==> config.mk <==
export PLATFORM = sky130hd
export DESIGN_NAME = tx_data_feeder
export DESIGN_NICKNAME = d
export VERILOG_FILES = /design/src/rtl/tx_data_feeder.sv
export SDC_FILE = /design/constraint.sdc
export NUM_CORES = 1
export LEC_CHECK = 0
export ABC_AREA = 1
export CAP_MARGIN = 20
export CORE_MARGIN = 2
export CORE_UTILIZATION = 60
export DETAILED_ROUTE_END_ITERATION = 12
export PLACE_DENSITY = 0.87
export SYNTH_ARGS = -nofsm -noshare
export SYNTH_HDL_FRONTEND = slang
export SYNTH_SLANG_ARGS = --single-unit
==> constraint.sdc <==
create_clock -name pclk_tx -period 7.65 [get_ports pclk_tx]
set_input_delay 1.53 -clock pclk_tx [delete_from_list [all_inputs] [get_ports pclk_tx]]
set_output_delay 1.53 -clock pclk_tx [all_outputs]
set_load 0.02 [all_outputs]
==> src/rtl/tx_data_feeder.sv <==
// Host-side character FIFO feeding the SpaceWire transmit FSM's ping-pong data slots in strict write order.
// Optional end-of-packet counter on tx_eop_count is built only when TX_DATA_FEEDER_EOP_COUNT_EN is defined.
module tx_data_feeder #(
  parameter int DEPTH = 8,
  parameter int AW    = 3
) (
  input  logic          pclk_tx,
  input  logic          rst_tx,
  input  logic [8:0]    data_tx_i,
  input  logic          txwrite_tx,
  output logic          txrdy_tx,
  input  logic [6:0]    state_tx,
  input  logic          ready_tx_data,
  output logic [8:0]    tx_data_in,
  output logic          process_data,
  output logic [8:0]    tx_data_in_0,
  output logic          process_data_0,
  output logic [AW:0]   fifo_level,
  output logic [7:0]    tx_eop_count
);

  localparam logic [6:0]  DATA_C     = 7'b0010000;
  localparam logic [6:0]  DATA_C_0   = 7'b0100000;
  localparam logic [AW:0] FULL_LEVEL = (AW + 1)'(DEPTH);

  typedef enum logic [1:0] {
    ACT_NONE,
    ACT_PROMOTE,
    ACT_LOAD0,
    ACT_LOAD1
  } slotAction_t;

  logic [8:0]    r_mem [DEPTH];
  logic [AW-1:0] r_wptr;
  logic [AW-1:0] r_rptr;
  logic [AW:0]   r_level;
  logic          r_readyD;
  logic [8:0]    r_slot0;
  logic [8:0]    r_slot1;
  logic          r_valid0;
  logic          r_valid1;

  logic          w_inDataC;
  logic          w_inDataC0;
  logic          w_take;
  logic          w_wrEn;
  logic          w_pop;
  logic          w_fifoNotEmpty;
  logic [8:0]    w_head;
  slotAction_t   w_action;

  assign w_inDataC      = (state_tx == DATA_C);
  assign w_inDataC0     = (state_tx == DATA_C_0);
  assign w_take         = ready_tx_data & ~r_readyD;
  assign w_fifoNotEmpty = (r_level != '0);
  assign w_wrEn         = txwrite_tx & txrdy_tx;
  assign w_head         = r_mem[r_rptr];
  assign w_pop          = (w_action == ACT_LOAD0) || (w_action == ACT_LOAD1);

  assign txrdy_tx       = (r_level != FULL_LEVEL);
  assign fifo_level     = r_level;
  assign tx_data_in     = r_slot0;
  assign process_data   = r_valid0;
  assign tx_data_in_0   = r_slot1;
  assign process_data_0 = r_valid1;

  // Slots never change while the FSM sits in their data state; slot0 always holds the older character.
  always_comb begin
    w_action = ACT_NONE;
    if (!r_valid0 && r_valid1 && !w_inDataC && !w_inDataC0) begin
      w_action = ACT_PROMOTE;
    end else if (w_fifoNotEmpty && !r_valid0 && !r_valid1 && !w_inDataC) begin
      w_action = ACT_LOAD0;
    end else if (w_fifoNotEmpty && r_valid0 && !r_valid1 && !w_inDataC && !w_inDataC0) begin
      w_action = ACT_LOAD1;
    end
  end

  always_ff @(posedge pclk_tx) begin
    if (w_wrEn) begin
      r_mem[r_wptr] <= data_tx_i;
    end
  end

  always_ff @(posedge pclk_tx or posedge rst_tx) begin
    if (rst_tx) begin
      r_wptr   <= '0;
      r_rptr   <= '0;
      r_level  <= '0;
      r_readyD <= 1'b0;
    end else begin
      r_readyD <= ready_tx_data;
      if (w_wrEn) begin
        r_wptr <= r_wptr + AW'(1);
      end
      if (w_pop) begin
        r_rptr <= r_rptr + AW'(1);
      end
      if (w_wrEn && !w_pop) begin
        r_level <= r_level + (AW + 1)'(1);
      end else if (!w_wrEn && w_pop) begin
        r_level <= r_level - (AW + 1)'(1);
      end
    end
  end

  always_ff @(posedge pclk_tx or posedge rst_tx) begin
    if (rst_tx) begin
      r_slot0  <= '0;
      r_slot1  <= '0;
      r_valid0 <= 1'b0;
      r_valid1 <= 1'b0;
    end else begin
      if (w_take && w_inDataC) begin
        r_valid0 <= 1'b0;
      end
      if (w_take && w_inDataC0) begin
        r_valid1 <= 1'b0;
      end
      case (w_action)
        ACT_PROMOTE: begin
          r_slot0  <= r_slot1;
          r_valid0 <= 1'b1;
          r_valid1 <= 1'b0;
        end
        ACT_LOAD0: begin
          r_slot0  <= w_head;
          r_valid0 <= 1'b1;
        end
        ACT_LOAD1: begin
          r_slot1  <= w_head;
          r_valid1 <= 1'b1;
        end
        default: begin
        end
      endcase
    end
  end

`ifdef TX_DATA_FEEDER_EOP_COUNT_EN
  logic [7:0] r_eopCount;
  logic       w_eopTake;

  // EOP is 9'h100 and EEP is 9'h101: control flag set and bit 1 clear.
  assign w_eopTake = w_take &&
                     ((w_inDataC  && r_slot0[8] && !r_slot0[1]) ||
                      (w_inDataC0 && r_slot1[8] && !r_slot1[1]));

  always_ff @(posedge pclk_tx or posedge rst_tx) begin
    if (rst_tx) begin
      r_eopCount <= 8'd0;
    end else if (w_eopTake) begin
      r_eopCount <= r_eopCount + 8'd1;
    end
  end

  assign tx_eop_count = r_eopCount;
`else
  assign tx_eop_count = 8'd0;
`endif

endmodule
# Word-level counts from Yosys, hierarchy flattened
# Memory sizes are Yosys's and may differ from the RTL's.
# Index checks and enable logic that the tools add are counted.
# totals
ff_bits	31
ramBits	72
out_inout_bits	33
elab_cells	61
mem_count	1
# op_classes
add_sub_neg	4
n_eq_ne	6
n_mux	12
bitwise_logic	3
n_reduce_logical	27
# memory_table
name	words	width	rd	rd_clocked_by_memory_dff	wr	line_no	rtl
r_mem	8	9	1	0	1	33	logic [8:0] r_mem [DEPTH];
# op_table
op	n
9-bit one-hot mux with 2 select lines	1
1-bit logical AND	14
4-bit two-way mux	2
7-bit by 5-bit equality test with 1-bit output, second input constant	1
7-bit by 6-bit equality test with 1-bit output, second input constant	1
3-bit by 1-bit adder with 3-bit output, second input constant	2
1-bit logical NOT	6
2-bit two-way mux	3
2-bit nonzero test	3
1-bit two-way mux	5
4-bit by 1-bit adder with 4-bit output, second input constant	1
2-bit equality test, second input constant	2
4-bit != test, second input constant	1
4-bit nonzero test	1
4-bit by 1-bit subtractor with 4-bit output, second input constant	1
3-bit nonzero test	1
1-bit AND	2
2-bit by 1-bit equality test with 1-bit output, second input constant	1
1-bit one-hot mux with 2 select lines	1
2-bit OR reduction	1
1-bit logical OR	1
1-bit NOT	1

# Longest topological paths before layout
# Gate-level depths: netlist (run 1).
# logic_depth
depth_word	13
ltp_mapped	18
mapped_depth_nobuf	17

# Least setup slack after synthesis (run 1)
# Ideal clock, no wire load.
# synth_timing
kind	input to register
start	input state_tx[0]
end	register r_level[3] (netlist: fifo_level[3])
setup_time_ps	117
t_arrival_ps	3588
path_slack_ps	3945
path_stages	17
path_cell_list	inv_1 > nand2_1 > nor2_1 > nand2_1 > nand3_1 > nand2_1 > ha_1 > buf_2 > nor2_1 > ha_1 > inv_1 > ha_1 > a21oi_1 > nand2_1 > xor2_1 > nand2_1 > nand2_1
# synth_between
elab_chain_len	12
elab_cells_between_ends	20
classes_between	4 x eq/ne; 4 x mux; 12 x reduce/logical
# synth_rtl
item	line_no	rtl
start: declaration	12	input logic [6:0] state_tx,
7-bit by 5-bit equality test with 1-bit output	52	assign w_inDataC = (state_tx == DATA_C);
1-bit logical NOT	70, 72, 74	
1-bit logical AND (2 in a row)	74	end else if (w_fifoNotEmpty && r_valid0 && !r_valid1 && !w_inDataC && !w_inDataC0) begin
2-bit two-way mux	74	
2-bit two-way mux	72	end else if (w_fifoNotEmpty && !r_valid0 && !r_valid1 && !w_inDataC) begin
2-bit two-way mux *	70	if (!r_valid0 && r_valid1 && !w_inDataC && !w_inDataC0) begin
2-bit equality test	58	assign w_pop = (w_action == ACT_LOAD0) || (w_action == ACT_LOAD1);
1-bit logical OR *	58	
1-bit logical NOT	99	if (w_wrEn && !w_pop) begin
1-bit logical AND	99	
4-bit two-way mux / 2-bit nonzero test (equally long branches)	n/a	
end signal: assignment	100	r_level <= r_level + (AW + 1)'(1);
end signal: assignment	102	r_level <= r_level - (AW + 1)'(1);
end: declaration	36	logic [AW:0] r_level;
# Every way passes the cells marked *; elsewhere a longest branch is shown, timed or not.
# A chain may end at the register's enable or synchronous reset.

# Final worst setup path (run 1)
# Same ends and word-level chain as after synthesis.

==> results.sh, run 1 <==
export IMPL_crit_path_end_kind="flop"
export IMPL_fin_worst_skew_ns=0.01068
export IMPL_yosys_area_share_simple_pct=21.62
export IMPL_core_area_sq_um=7331
export IMPL_reg2reg_from="fifo_level[0]"
export IMPL_numCtsBuffers=9
export IMPL_synth_compound_area_share_pct=3.699
export IMPL_wire_per_inst_microns=14.37
export IMPL_antenna_found_initial=0
export IMPL_tns_ns=0
export IMPL_dp_hpwl_microns=5758
export IMPL_ys_seq_area_share_pct=63.86
export IMPL_cts_htree_levels=3
export IMPL_portBuffers=44
export IMPL_mappedNetlistArea_sq_um=4601
export IMPL_synth_most_common_cell="nand2_1"
export IMPL_vias=3231
export IMPL_syn2layout_area_growth_pct=13.24
export IMPL_synthFlopType="edfxtp_1"
export IMPL_clock_latency_ns=0.37
export IMPL_cts_clk_slew_worst_paths_ns=0.09
export IMPL_multi_input_area_sq_um=1364
export IMPL_ctsResizeCount=0
export IMPL_cts_tree="built"
export IMPL_p_total_mw=2.179
export IMPL_synthTopCellsByArea="edfxtp_1, dfrtp_1, nand2_1, nor2_1, inv_1"
export IMPL_p_per_area_nw_per_um2=418.3
export IMPL_synthAdderAreaFrac_pct=2.339
export IMPL_wl_microns=8806
export IMPL_ys_top_cells_by_count="nand2_1, nor2_1, edfxtp_1"
export IMPL_regArea_sq_um=2938
export IMPL_post_cts_buffers=0
export IMPL_gp_congestion=0.7780
export IMPL_worst_hold_startpoint="tx_data_in[5]"
export IMPL_grt_overflow_total=0
export IMPL_diodes=0
export IMPL_reg2reg_slack_ns=4.65
export IMPL_die_area_sq_um=8384
export IMPL_syn_avg_cell_area_sq_um=9.810
export IMPL_std_cell_rows=31
export IMPL_die_w_microns=91.57
export IMPL_finalNetCount=537
export IMPL_yosysWarnings=0
export IMPL_crit_type="in -> reg"
export IMPL_ys_async_sr_fraction_pct=30.10
export IMPL_grt_pass1_wl_microns=14520
export IMPL_die_y_microns=91.57
export IMPL_drv_slew=0
export IMPL_cap_violations=0
export IMPL_io_pins=53
export IMPL_drive_above_1_share_pct=3.307
export IMPL_cts_sinks=103
export IMPL_crit_path_max_fanout=19
export IMPL_relSlewSlack_pct=27.06
export IMPL_netlist_top_cell_by_area="edfxtp_1"
export IMPL_synth_enable_flop_cells=72
export IMPL_grt_max_degree=57
export IMPL_track_usage_pct=22.72
export IMPL_rsz0062_at_grt="no"
export IMPL_setup_viol=0
export IMPL_reg2reg_to="fifo_level[3]"
export IMPL_ir_drop_v=0.0001819
export IMPL_cts_root_buf="clkbuf_8"
export IMPL_initial_core_util_pct=62.76
export IMPL_drt_pass1_iter_count=5
export IMPL_ys_types=26
export IMPL_worstMarginPinSlew_ns=1.090
export IMPL_muxShareOfSynthArea_pct=0
export IMPL_start_kind="input pin"
export IMPL_clockBufferDepth=2
export IMPL_synth_top_area_share_pct=46.99
export IMPL_worstHoldEndpoint="tx_data_in[5]"
export IMPL_hold_violations=0
export IMPL_synth_seq_cells=103
export IMPL_layout_min_cycle_time_ns=4.218
export IMPL_holdCritPathClass="reg -> reg"
export IMPL_fmaxAchievable_ghz=0.2371
export IMPL_grt_pass1_vias=3045
export IMPL_status="finished clean"
export IMPL_synthCells=469
export IMPL_worstRegToRegCells=15
export IMPL_drtAntennaViolNets=0
export IMPL_dpl_cell_area_sq_um=5046
export IMPL_drt_vias_per_instance=5.271
export IMPL_drtIter0Drc=245
export IMPL_hold_depth=2
export IMPL_drc=0
export IMPL_fin_area_sq_um=5210
export IMPL_arrival_ns=4.49
export IMPL_synth_xor_xnor_area_share_pct=1.333
export IMPL_crit_required_ns=7.92
export IMPL_synth_top_family_by_area="simple AND/OR/NAND/NOR gates"
export IMPL_fin_crit_sh_pct=55.14
export IMPL_n_fill_cell=513
export IMPL_leakagePower_nw=2.178
export IMPL_ctsHoldBuffers=0
export IMPL_final_util_pct=71.07
-- worst max-delay path by stage --
| stage | start | to | slack [ns] | cells past startpoint |
|---|---|---|---|---|
| final | state_tx[0] | fifo_level[3] | 3.43 | 18 |
| after global routing | state_tx[0] | fifo_level[3] | 3.19 | 18 |
| after CTS | state_tx[5] | fifo_level[3] | 3.43 | 17 |
| after detailed placement | state_tx[5] | fifo_level[3] | 3.06 | 17 |
| after global placement | state_tx[0] | fifo_level[3] | 3.25 | 18 |
| after floorplan | state_tx[0] | fifo_level[3] | 3.95 | 17 |
-- metal layers --
metal / share of wire, % / track usage, % / up-vias
li1: - / - / 1570
met1: 41 / 28.97 / 1492
met2: 47 / 36.64 / 146
met3: 8.2 / 5.477 / 23
met4: 3.3 / 10.98 / 0
met5: 0 / 0 / -
-- cell type report --
class                           instances  share of cell area [%]
Clock buffer                           10                   2.450
Clock inverter                          6                  0.6964
Inverter                               38                   2.786
Multi-Input combinational cell        311                   26.18
Sequential cell                       103                   56.39
Tap cell                               99                   2.378
Timing Repair Buffer                   46                   9.126
-- critical path: stages --
cell and delay, ns:
clkdlybuf4s50_1 0.39, inv_1 0.05, nand2_1 0.04, nor2_1 0.17, nand2_1 0.13, nand3_1 0.16
nand2_1 0.09, inv_1 0.07, ha_1 0.53, nor2_1 0.17, ha_1 0.25, inv_1 0.12
ha_1 0.28, a21oi_1 0.15, nand2_1 0.10, xor2_1 0.15, nand2_1 0.06, nand2_1 0.05
-- power breakdown --
group          internal, mW  switching (mW)
clock network         0.117           0.178
registers             0.747           0.101
logic                 0.384           0.652
total                  1.25           0.932
-- cells by family (layout without fill, tap and decap cells) --
group                    after synthesis  in the layout
AND/OR/NAND/NOR                      254            254
flip-flops                           103            103
buffers and inverters                 62            100
AO/OA/AOI/OAI                         34             34
adder cells (fa/ha/maj)                8              8
XOR/XNOR                               7              7
other                                  1              8
-- through the flow --
| stage | setup slack, ns | hold WS (ns) | instances |
|---|---|---|---|
| final | 3.432 | 0.4865 | 613 |
| after CTS | 3.431 | 0.4878 | 613 |
| after global routing | 3.189 | 0.5095 | 613 |
| after global placement | 3.250 | 0.4629 | 596 |
| after floorplan | 3.945 | 0.4924 | 476 |
| after detailed placement | 3.056 | 0.4644 | 597 |
-- placed cells by master, fill, tap and decap left out, drive strengths merged, types with 7 or more instances in the layout --
master and count:
edfxtp 72, nand2 120, conb 8, dfrtp 31
clkdlybuf4s50 44, ha 7, o21ai 31, nor2 105
nand3 24, inv 38, clkbuf 10
-- state kept, by name, summed over array words and instances, names as in the netlist --
name	cells
tx_data_in_0	9
r_readyD	1
process_data	1
r_wptr	3
r_mem	72
r_rptr	3
fifo_level	4
tx_data_in	9
process_data_0	1
(Power assumes the default switching activity.)
==> run 2: changes to the inputs <==
CORE_UTILIZATION = 50   (was 60)
PLACE_DENSITY = 0.77   (was 0.87)
clock period = 3.8 ns   (was 7.65 ns; I/O delays follow)
==> run 2 against run 1 <==
Effect of this change: sequential share of layout area fell by 0.85 points; cell count rose by 3.4%; clock-buffer cell count did not move; clock power rose by 110%; via count fell by 3.0%; hold slack improved by 0.0025 ns; register-to-register slack got worse by 3.5 ns; design area rose by 1.5%; flip-flop and latch count did not move; combinational power rose by 96%; power rose by 100%; setup slack got worse by 2.7 ns.
==> results.sh, run 2 (synthesis results as in run 1) <==
export IMPL_dp_hpwl_microns=5933
export IMPL_grt_overflow_total=0
export IMPL_ctsHoldBuffers=0
export IMPL_vias=3135
export IMPL_met1_usage_pct=24.18
export IMPL_wl_microns=8799
export IMPL_fin_crit_sh_pct=81.46
export IMPL_grt_pass1_vias=2972
export IMPL_initial_core_util_pct=50.75
export IMPL_setup_viol=0
export IMPL_drc=0
export IMPL_crit_type="in -> reg"
export IMPL_gp_congestion=0.7922
export IMPL_crit_top_cell="nand2_1"
export IMPL_die_area_sq_um=9985
export IMPL_cts_sinks=103
export IMPL_die_w_microns=99.93
export IMPL_mostFrequentLayoutCell="nand2_1"
export IMPL_clock_latency_ns=0.37
export IMPL_drtAntennaViolNets=0
export IMPL_relSlewSlack_pct=35.39
export IMPL_largest_register_ffs=72
export IMPL_drive_above_1_share_pct=5.545
export IMPL_cts_htree_levels=3
export IMPL_met3_usage_pct=3.830
export IMPL_antenna_found_initial=0
export IMPL_whs_ns=0.4890
export IMPL_drt_pass1_iter_count=5
export IMPL_diodes=0
export IMPL_fin_cells=634
export IMPL_cp_num_buf_inv=3
export IMPL_std_cell_rows=35
export IMPL_path_cells="clkdlybuf4s50_1 -> inv_1 -> nand2_1 -> nor2_1 -> nand2_1 -> nand3_1 -> nand2_1 -> ha_1 -> nor2_1 -> ha_1 -> inv_1 -> ha_1 -> a21oi_1 -> nand2_1 -> xor2_1 -> nand2_1 -> nand2_1"
export IMPL_p_per_area_nw_per_um2=836.9
export IMPL_arrival_ns=3.36
export IMPL_slowest_delay_ns=0.40
export IMPL_start_kind="input pin"
export IMPL_worstMarginPinSlew_ns=0.9691
export IMPL_rsz0062_at_grt="no"
export IMPL_n_fill_cell=757
export IMPL_fin_ws_ns=0.7045
export IMPL_io_pins=53
export IMPL_holdCritPathClass="reg -> reg"
export IMPL_layout_min_cycle_time_ns=3.095
export IMPL_clockBufferDepth=2
export IMPL_regMostFlops="r_mem"
export IMPL_crit_path_max_fanout=4
export IMPL_drv_slew=0
export IMPL_cts_clk_slew_worst_paths_ns=0.10
export IMPL_drtIter0Drc=227
export IMPL_ir_drop_v=0.0002968
export IMPL_finalNetCount=546
export IMPL_grt_pass1_wl_microns=14370
export IMPL_portBuffers=44
export IMPL_post_cts_buffers=0
export IMPL_drt_vias_per_instance=4.945
export IMPL_crit_required_ns=4.07
export IMPL_grt_max_degree=32
export IMPL_hold_violations=0
export IMPL_leakagePower_nw=2.228
export IMPL_core_area_sq_um=9065
export IMPL_cap_violations=0
export IMPL_p_total_mw=4.427
export IMPL_fmaxAchievable_ghz=0.3231
export IMPL_gr_usage_met2_pct=31.76
export IMPL_status="finished clean"
export IMPL_numCtsBuffers=9
export IMPL_fin_worst_skew_ns=0.01235
export IMPL_ctsResizeCount=0
export IMPL_wire_per_inst_microns=13.88
export IMPL_final_cell_mix="nand2_1, nor2_1, edfxtp_1"
export IMPL_dp_cells=618
export IMPL_dpl_worst_slack_ns=0.2722
export IMPL_cts_tree="built"
export IMPL_cp_top_family="simple AND/OR/NAND/NOR gates"
export IMPL_tns_ns=0
export IMPL_busiest_layer="met2"
export IMPL_die_y_microns=99.93
export IMPL_syn2layout_area_growth_pct=14.98
export IMPL_cts_root_buf="clkbuf_8"
export IMPL_track_usage_pct=18.69
export IMPL_slowest_stage="clkdlybuf4s50_1"
export IMPL_crit_path_end_kind="flop"
==> run 2: stage by stage <==
step	util, %	instance area, sq um
finish	58.36	5290
global placement	56.36	5109
floorplan	-	4627
detailed placement	56.36	5109
CTS	58.36	5290
global route	58.36	5290
==> run 2: layout make-up <==
class,count,area [sq um],area share [%]
flip-flops and latches,103,2938,55.53
multi-input cells,311,1364,25.78
repair buffers,55,523.0,9.886
inverters,38,145.1,2.744
well taps,111,138.9,2.625
clock buffers,10,127.6,2.412
clock inverters,6,53.80,1.017
==> run 2: metal layers <==
metal	wire [microns]	share of wire, %
met1	3796	43
met2	4288	49
met3	590	6.7
met4	123	1.4
met5	0	0
==> run 2: where the power goes <==
group	switching (mW)	leakage (nW)	internal, mW
combinational	1.25	1.11	0.798
clock	0.383	0.0890	0.249
sequential	0.252	1.03	1.50
==> run 2: path summary, 6_finish.rpt <==
check                               from         endpoint  slack [ns]  depth (start not counted)
max                          state_tx[3]    fifo_level[3]        0.70                         17
min                        tx_data_in[0]    tx_data_in[0]        0.49                          2
max reg2reg                fifo_level[0]    fifo_level[3]        1.14                         14
min reg2reg                tx_data_in[0]    tx_data_in[0]        0.49                          2
max in group asynchronous         rst_tx  tx_data_in_0[5]        2.75                          3
min in group asynchronous         rst_tx    fifo_level[2]        0.76                          3
==> run 2: worst reg2reg max path, delay by kind of cell (launching register included) <==
family          cells  cell delay (ns)
buf+inv             1             0.09
fa+ha+maj           3             0.79
xor+xnor            1             0.14
simple gates        7             0.84
flops               1             0.48
compound gates      2             0.22
==> run 3: changes to the inputs <==
clock period = 2.7 ns   (was 3.8 ns; I/O delays follow)
==> run 3 against run 2 <==
Effect of this change: cell count is 1.6% higher; first-iteration DRC count is 1.8% higher; sequential power is 37% higher; largest cell class unchanged; critical path type unchanged; register-to-register slack worse by 0.90 ns; combinational power is 61% higher; power is 49% higher; global-route usage is 0.35 points lower; clock power is 44% higher; critical path depth is 1 lower.
==> results.sh, run 3 (synthesis results as in run 1) <==
export IMPL_track_usage_pct=18.33
export IMPL_drt_pass1_iter_count=5
export IMPL_vias=3214
export IMPL_ctsResizeCount=0
export IMPL_cts_tree="built"
export IMPL_dp_hpwl_microns=5860
export IMPL_syn2layout_area_growth_pct=18.52
export IMPL_drtAntennaViolNets=0
export IMPL_relSlewSlack_pct=61.41
export IMPL_initial_core_util_pct=50.75
export IMPL_start_kind="input pin"
export IMPL_die_y_microns=99.93
export IMPL_p_total_mw=6.576
export IMPL_wl_microns=8863
export IMPL_worstMarginPinSlew_ns=0.5789
export IMPL_fin_crit_sh_pct=94.35
export IMPL_grt_overflow_total=0
export IMPL_gp_congestion=0.7676
export IMPL_holdCritPathClass="reg -> reg"
export IMPL_drc=0
export IMPL_crit_path_end_kind="flop"
export IMPL_arrival_ns=2.81
export IMPL_io_pins=53
export IMPL_fmaxAchievable_ghz=0.3926
export IMPL_worstHoldEndpoint="tx_data_in[3]"
export IMPL_die_area_sq_um=9985
export IMPL_reg2reg_slack_ns=0.24
export IMPL_portBuffers=44
export IMPL_clockBufferDepth=2
export IMPL_worstRegToRegCells=13
export IMPL_drt_vias_per_instance=4.991
export IMPL_hold_depth=2
export IMPL_numCtsBuffers=9
export IMPL_cts_root_buf="clkbuf_8"
export IMPL_fin_area_sq_um=5453
export IMPL_worst_hold_startpoint="tx_data_in[3]"
export IMPL_regMostFlops="r_mem"
export IMPL_hold_violations=0
export IMPL_grt_pass1_vias=2946
export IMPL_reg2reg_to="fifo_level[2]"
export IMPL_setup_viol=0
export IMPL_drv_slew=0
export IMPL_cts_sinks=103
export IMPL_largest_register_ffs=72
export IMPL_cts_htree_levels=3
export IMPL_wire_per_inst_microns=13.76
export IMPL_ctsHoldBuffers=0
export IMPL_drive_above_1_share_pct=10.51
export IMPL_grt_pass1_wl_microns=14060
export IMPL_core_area_sq_um=9065
export IMPL_post_cts_buffers=0
export IMPL_clock_latency_ns=0.36
export IMPL_drtIter0Drc=231
export IMPL_fin_ws_ns=0.1527
export IMPL_cap_violations=0
export IMPL_tns_ns=0
export IMPL_layout_min_cycle_time_ns=2.547
export IMPL_dpl_cell_area_sq_um=5199
export IMPL_mostFrequentLayoutCell="nand2_1"
export IMPL_std_cell_rows=35
export IMPL_final_util_pct=60.15
export IMPL_grt_max_degree=32
export IMPL_reg2reg_from="fifo_level[0]"
export IMPL_leakagePower_nw=2.297
export IMPL_crit_path_max_fanout=3
export IMPL_cts_clk_slew_worst_paths_ns=0.10
export IMPL_dpl_worst_slack_ns=-0.3660
export IMPL_status="finished clean"
export IMPL_die_w_microns=99.93
export IMPL_diodes=0
export IMPL_ir_drop_v=0.0004496
export IMPL_final_cell_mix="nand2_1, nor2_1, edfxtp_1"
export IMPL_p_per_area_nw_per_um2=1206
export IMPL_finalNetCount=556
export IMPL_fin_worst_skew_ns=0.008903
export IMPL_crit_type="in -> reg"
export IMPL_antenna_found_initial=0
export IMPL_crit_required_ns=2.96
## run 3: changes by cell type in the layout (fill, tap and decap cells not counted), moves of 2 or more
cell / before / now
buf_4: 11 / 20
ha_1: 7 / 3
clkinv_4: 3 / 0
ha_2: 0 / 3
nand2_1: 120 / 117
nand2_2: 0 / 3
inv_8: 1 / 3
nand3_1: 24 / 22
nor2_1: 105 / 103
nor2_2: 0 / 2
## run 3: area by class of cell
class	instances	area, sq um
clock buffers	9	123.9
clock inverters	7	63.81
fillers	734	3612
inverters	38	145.1
multi-input cells	311	1433
flip-flops and latches	103	2938
well taps	111	138.9
repair buffers	65	610.6
## run 3: worst max-delay path by stage
| stage | to | start | cells after the start |
|---|---|---|---|
| global placement | fifo_level[3] | state_tx[0] | 17 |
| floorplan | fifo_level[3] | state_tx[0] | 17 |
| finish | fifo_level[2] | state_tx[2] | 16 |
| CTS | fifo_level[2] | state_tx[1] | 15 |
| global route | fifo_level[2] | state_tx[3] | 16 |
| detailed placement | fifo_level[2] | state_tx[1] | 15 |
## run 3: metrics by stage
step	hold slack (ns)	instances
after floorplan	0.4924	476
after global routing	0.5098	644
after global placement	0.4623	628
after CTS	0.4891	644
final	0.4838	644
after detailed placement	0.4641	628
## run 3: power breakdown
part	switching [mW]	internal [mW]	leakage (nW)
Sequential	0.276	2.11	1.03
Combinational	1.93	1.35	1.17
Clock	0.552	0.360	0.0960
## run 3: per-layer routing
metal  GRT usage [%]  part of all wire [%]  vias up
li1                -                     -     1606
met1           24.65                    44     1498
met2           30.56                    49       99
met3           3.969                   5.8       11
met4           4.953                   1.0        0
met5               0                     0        -
## run 3: worst max-delay path: stages
cell	delay, ns
clkdlybuf4s50_1	0.45
inv_1	0.04
nand2_1	0.07
nor2_2	0.05
nand2_1	0.14
nand3_2	0.11
nand2_2	0.10
inv_1	0.05
ha_2	0.19
nor2_2	0.11
ha_2	0.19
inv_2	0.06
buf_4	0.13
fa_2	0.35
xnor2_2	0.15
o21ai_1	0.06
